==> src/rtl/imem_boot_loader_pkg.sv <==
// Shared types and constants for the instruction-memory boot loader.
package imem_pkg;

  typedef enum logic [2:0] {
    IDLE  = 3'd0,
    LEN0  = 3'd1,
    LEN1  = 3'd2,
    DATA  = 3'd3,
    WRITE = 3'd4,
    DONE  = 3'd5,
    ERR   = 3'd6
  } state_t;

  localparam int IMEM_DEPTH = 1024;
  localparam int LEN_WIDTH  = 16;
  localparam int WORD_SHIFT = 2;

  function automatic logic [31:0] word_to_byte_addr(input logic [31:0] word_idx);
    return word_idx << WORD_SHIFT;
  endfunction

endpackage

==> src/rtl/imem_boot_loader_byte_packer.sv <==
// Little-endian byte-to-word packer: newest byte enters the top, so after four
// shifts the first byte of the word sits in [7:0].
module byte_packer (
  input  logic        clk,
  input  logic        rst,
  input  logic        shift_en,
  input  logic [7:0]  byte_in,
  output logic [31:0] word_out
);

  always_ff @(posedge clk or negedge rst) begin
    if (!rst) begin
      word_out <= '0;
    end else if (shift_en) begin
      word_out <= {byte_in, word_out[31:8]};
    end
  end

endmodule

==> src/rtl/imem_boot_loader.sv <==
// Boot loader: packs a length-prefixed byte stream into instruction memory,
// then releases the core and hands the memory address port to fetch.
//
// state | meaning
// IDLE  | after reset, core held, waiting for load_en
// LEN0  | expecting low byte of word count
// LEN1  | expecting high byte of word count
// DATA  | collecting the 4 bytes of the current word
// WRITE | one-cycle write strobe of the packed word
// DONE  | load complete, core runs, fetch owns mem_addr
// ERR   | header exceeded memory depth, locked until reset
module imem_boot_loader
  import imem_pkg::*;
#(
  parameter int DEPTH = IMEM_DEPTH,
  parameter int LEN_W = LEN_WIDTH
) (
  input  logic        clk,
  input  logic        rst,
  input  logic        load_en,
  input  logic        byte_valid,
  input  logic [7:0]  byte_data,
  output logic        byte_ready,
  input  logic [31:0] core_addr,
  output logic [31:0] mem_addr,
  output logic        mem_we,
  output logic [31:0] mem_wdata,
  output logic        core_run,
  output logic        load_done,
  output logic        load_err
);

  state_t           state;
  state_t           state_nxt;
  logic [LEN_W-1:0] n_len;
  logic [LEN_W-1:0] n_len_nxt;
  logic [LEN_W-1:0] widx;
  logic [LEN_W-1:0] widx_nxt;
  logic [LEN_W-1:0] len_hdr;
  logic [1:0]       bcnt;
  logic [1:0]       bcnt_nxt;
  logic             byte_ready_nxt;
  logic             load_done_nxt;
  logic             xfer;
  logic             shift_en;
  logic [31:0]      packed_word;

  assign xfer     = byte_valid && byte_ready;
  assign shift_en = xfer && (state == DATA);
  assign len_hdr  = LEN_W'({byte_data, n_len[7:0]});

  byte_packer u_packer (
    .clk      (clk),
    .rst      (rst),
    .shift_en (shift_en),
    .byte_in  (byte_data),
    .word_out (packed_word)
  );

  always_ff @(posedge clk or negedge rst) begin
    if (!rst) begin
      state      <= IDLE;
      n_len      <= '0;
      widx       <= '0;
      bcnt       <= '0;
      byte_ready <= 1'b0;
      load_done  <= 1'b0;
    end else begin
      state      <= state_nxt;
      n_len      <= n_len_nxt;
      widx       <= widx_nxt;
      bcnt       <= bcnt_nxt;
      byte_ready <= byte_ready_nxt;
      load_done  <= load_done_nxt;
    end
  end

  always_comb begin
    state_nxt = state;
    n_len_nxt = n_len;
    widx_nxt  = widx;
    bcnt_nxt  = bcnt;
    case (state)
      IDLE: begin
        if (load_en) state_nxt = LEN0;
      end
      LEN0: begin
        if (xfer) begin
          n_len_nxt = LEN_W'(byte_data);
          state_nxt = LEN1;
        end
      end
      LEN1: begin
        if (xfer) begin
          n_len_nxt = len_hdr;
          widx_nxt  = '0;
          bcnt_nxt  = '0;
          if (len_hdr == '0) begin
            state_nxt = DONE;
          end else if (32'(len_hdr) > 32'(DEPTH)) begin
            state_nxt = ERR;
          end else begin
            state_nxt = DATA;
          end
        end
      end
      DATA: begin
        if (xfer) begin
          bcnt_nxt = bcnt + 2'd1;
          if (bcnt == 2'd3) state_nxt = WRITE;
        end
      end
      WRITE: begin
        widx_nxt = widx + LEN_W'(1);
        if (widx == n_len - LEN_W'(1)) begin
          state_nxt = DONE;
        end else begin
          state_nxt = DATA;
        end
      end
      DONE: begin
        if (load_en) state_nxt = LEN0;
      end
      ERR: begin
        state_nxt = ERR;
      end
      default: begin
        state_nxt = IDLE;
      end
    endcase
  end

  // Registered decodes: byte_ready follows the state being entered, and the
  // done pulse fires only on the edge that enters DONE.
  always_comb begin
    byte_ready_nxt = (state_nxt == LEN0) || (state_nxt == LEN1) || (state_nxt == DATA);
    load_done_nxt  = (state_nxt == DONE) && (state != DONE);
  end

  assign mem_we    = (state == WRITE);
  assign core_run  = (state == DONE);
  assign load_err  = (state == ERR);
  assign mem_wdata = packed_word;

  always_comb begin
    mem_addr = '0;
    if (core_run) begin
      mem_addr = core_addr;
    end else if ((state == DATA) || (state == WRITE)) begin
      mem_addr = word_to_byte_addr(32'(widx));
    end
  end

endmodule

==> config.mk <==
export PLATFORM = sky130hd
export DESIGN_NAME = imem_boot_loader
export DESIGN_NICKNAME = d
export VERILOG_FILES = /design/src/rtl/imem_boot_loader_pkg.sv /design/src/rtl/imem_boot_loader_byte_packer.sv /design/src/rtl/imem_boot_loader.sv
export SDC_FILE = /design/constraint.sdc
export NUM_CORES = 1
export LEC_CHECK = 0
export BUFFER_PORTS_ARGS = -buffer_cell sky130_fd_sc_hd__buf_2
export CAP_MARGIN = 5
export CORE_AREA = 2 2 84 102
export DETAILED_ROUTE_END_ITERATION = 16
export DIE_AREA = 0 0 86 104
export GPL_ROUTABILITY_DRIVEN = 0
export GPL_TIMING_DRIVEN = 0
export PLACE_DENSITY = 0.84
export SYNTH_ARGS = -nofsm -noshare
export SYNTH_HDL_FRONTEND = slang
export SYNTH_SLANG_ARGS = --single-unit
==> constraint.sdc <==
create_clock -name clk -period 5.4 [get_ports clk]
set_input_delay 1.08 -clock clk [delete_from_list [all_inputs] [get_ports clk]]
set_output_delay 1.08 -clock clk [all_outputs]
set_load 0.02 [all_outputs]
==> reports/metrics.cfg <==
[worst_setup_path]
cp-startpoint=state[1]
worst-path-buf-inv=3
slowest_delay_ps=560
cp.required_ps=4320
arrival_ps=2540
r2r_cells=8
crit_top_cell=clkbuf_1
critPathTopFamily=buffers and inverters
worstSetupPathType=register to output port
reg2reg_to=load_done
critical_path_depth=6
r2r_setup_slack_ps=2460
worstPathCellList=clkbuf_1 -> nand2_1 -> o21ai_1 -> clkbuf_1 -> a22o_1 -> buf_2
worstSetupEndpoint=mem_addr[14]
path_max_fanout=10
crit_slowest_cell=o21ai_1
cp-start-kind=register
r2r_start=n_len[0]
end_kind=output port

[sta]
setup_viol=0
fin_tns_setup_ps=0
hold_viol=0
final_max_slew_viol_count=0
clock.fmax_ghz=0.276
post-route-min-period_ps=3620
finalWorstSetupSlack_ps=1780
fin_crit_sh_pct=67.0
rsz0062_at_grt=no
tightest_slew_ps=916
clock_skew_ps=7.52
slew_headroom_pct=38.4

[detailed_routing]
first_pass_iters=5
wl_per_cell_um=15.4
antenna_left=0
wirelength_um=10300
vias_per_cell=5.70
route.detailed.drc=0
drt_iter0_drc=297
dr_total_vias=3803

[place]
port_buffers=112
hpwl_um=7520
dpl_worst_slack_ps=2210
placed_area_sq_um=4550

[synthesis]
yosysUniqueCellTypes=56
syn_nets=491
synth_edf_count=0
netlist_area_sq_um=3860
postSynthCellCount=444
yosysWarnings=0
synthArstFlopShare_pct=100
postSynthAreaPerCell_sq_um=8.70
yosys_register_bits=71
synth-seq-area-share_pct=46.0
synth-main-ff-cell=dfrtp_1

[job]
max-cap-violations=0

[pwr]
combPwrFrac_pct=46.7
p_leak_nw=2.49
powerDensity_nw_per_um2=557
clkPwrFrac_pct=18.4
swShare_pct=44.8
p_switching_w=0.00119
intPower_w=0.00147
pwr-share-seq_pct=34.9
ir_worst_vdd_mv=0.194

[finish]
multi_input_area_sq_um=1920
final_common_cell=nand2_1
final_area_sq_um=4770
n_fill_cell=655
fin_nets=614
syn_to_final_growth_pct=23.4
antennaDiodeCount=0
layout_common_cells=nand2_1, buf_2, dfrtp_1
drive_gt1_share_pct=25.5
seqCellArea_sq_um=1780

[die]
dieArea_sq_um=8940
core_area_sq_um=7970
rows=36
die_width_um=86
ios=113
die_y_um=104
start_util_pct=48.5

[cts]
clk_pin_slew_ps=90
cts_hold_buf=0
clock_sinks=71
cts_root_buf=clkbuf_8
post_cts_buffers=0
cts_tree=done
ctsLongestPathBuffers=2
h-tree-depth=3
numCtsBuffers=9
ctsResizeCount=0
clock_latency_ps=360

[global_routing]
grt_usage_pct=23.6
grt_first_pass_wirelength_um=17000
antenna_found_initial=0
grt.overflow.total=0
grt_max_degree=72
grt_pass1_vias=3669

[status]
outcome=completed

[min_path]
worstHoldPathType=register to register

## flip-flops by register name (all words and copies together) (netlist names)
signal / count
u_packer.word_out: 32
n_len: 16
widx: 16
state: 3
bcnt: 2
byte_ready: 1
load_done: 1
## cell families after synthesis
| group | count (synthesis) | synth area share [%] |
|---|---|---|
| and+or+nand+nor | 222 | 26.8 |
| AOI/OAI and AO/OA | 92 | 17.1 |
| DFF | 71 | 46.0 |
| buffers and inverters | 35 | 4.31 |
| xor gates and xnor gates | 19 | 4.31 |
| adders and majority gates | 3 | 0.972 |
| muxes | 2 | 0.518 |
## how the worst min path moves through the flow
stage	from	to	slack, ps	cells past startpoint
2_1_floorplan	bcnt[1]	bcnt[1]	460	2
3_3_place_gp	u_packer.word_out[3]	u_packer.word_out[3]	450	2
3_5_place_dp	u_packer.word_out[0]	u_packer.word_out[0]	460	2
4_1_cts	u_packer.word_out[0]	u_packer.word_out[0]	480	2
5_1_grt	u_packer.word_out[5]	u_packer.word_out[5]	510	2
6_report	u_packer.word_out[0]	u_packer.word_out[0]	470	2
## tightest hold or removal path, cell delays in order, from the launching register on
cell     delay, ps
dfrtp_1        350
nand2_1         50
nand2_1         50
## power by group through the flow
| stage | registers, W | clock network, W | logic [W] |
|---|---|---|---|
| global placement | 0.000921 | 0 | 0.00117 |
| detailed placement | 0.000930 | 0 | 0.00123 |
| CTS | 0.000923 | 0.000491 | 0.00124 |
| finish | 0.000927 | 0.000488 | 0.00124 |
| global route | 0.000957 | 0.000512 | 0.00137 |
| floorplan | 0.00102 | 0 | 0.000760 |
## Yosys cell counts (4+ instances only)
library cell	instances	share of area, %
o21ai_0	29	3.8
xor2_1	8	1.8
and3_1	5	0.81
clkbuf_1	21	2.0
xnor2_1	11	2.5
dfrtp_1	71	46
nand2_1	133	13
nand3_1	19	2.5
o31ai_1	5	0.97
a31oi_1	5	0.81
and2_1	19	3.1
nand4_1	6	0.97
a21oi_1	8	1.0
nor3_1	4	0.52
a22o_1	23	5.2
nor2_1	13	1.3
nor4_1	4	0.65
inv_1	8	0.78
## through the flow
stage          std cells  hold WS (ps)  power, W  util, %
2_1_floorplan        444           464   0.00178        -
3_3_place_gp         651           452   0.00209     57.0
3_5_place_dp         651           458   0.00216     57.0
4_1_cts              667           479   0.00265     59.8
5_1_grt              667           508   0.00284     59.8
6_report             667           474   0.00266     59.8
## metal layers
layer | vias up | routed length, um | GRT usage [%]
met4 | 0 | 406 | 12.2
li1 | 1795 | - | -
met5 | - | 0 | 0
met2 | 171 | 5190 | 39.4
met3 | 35 | 621 | 4.52
met1 | 1802 | 4050 | 28.4
## layout make-up
type	count	area share, %
Tap cell	95	2.49
Clock buffer	9	2.60
Buffer	26	2.78
Sequential cell	71	37.3
Multi-Input combinational cell	338	40.3
Timing Repair Buffer	112	11.8
Clock inverter	7	2.10
Inverter	9	0.708
Note: power is estimated with default switching activity, not from simulation.
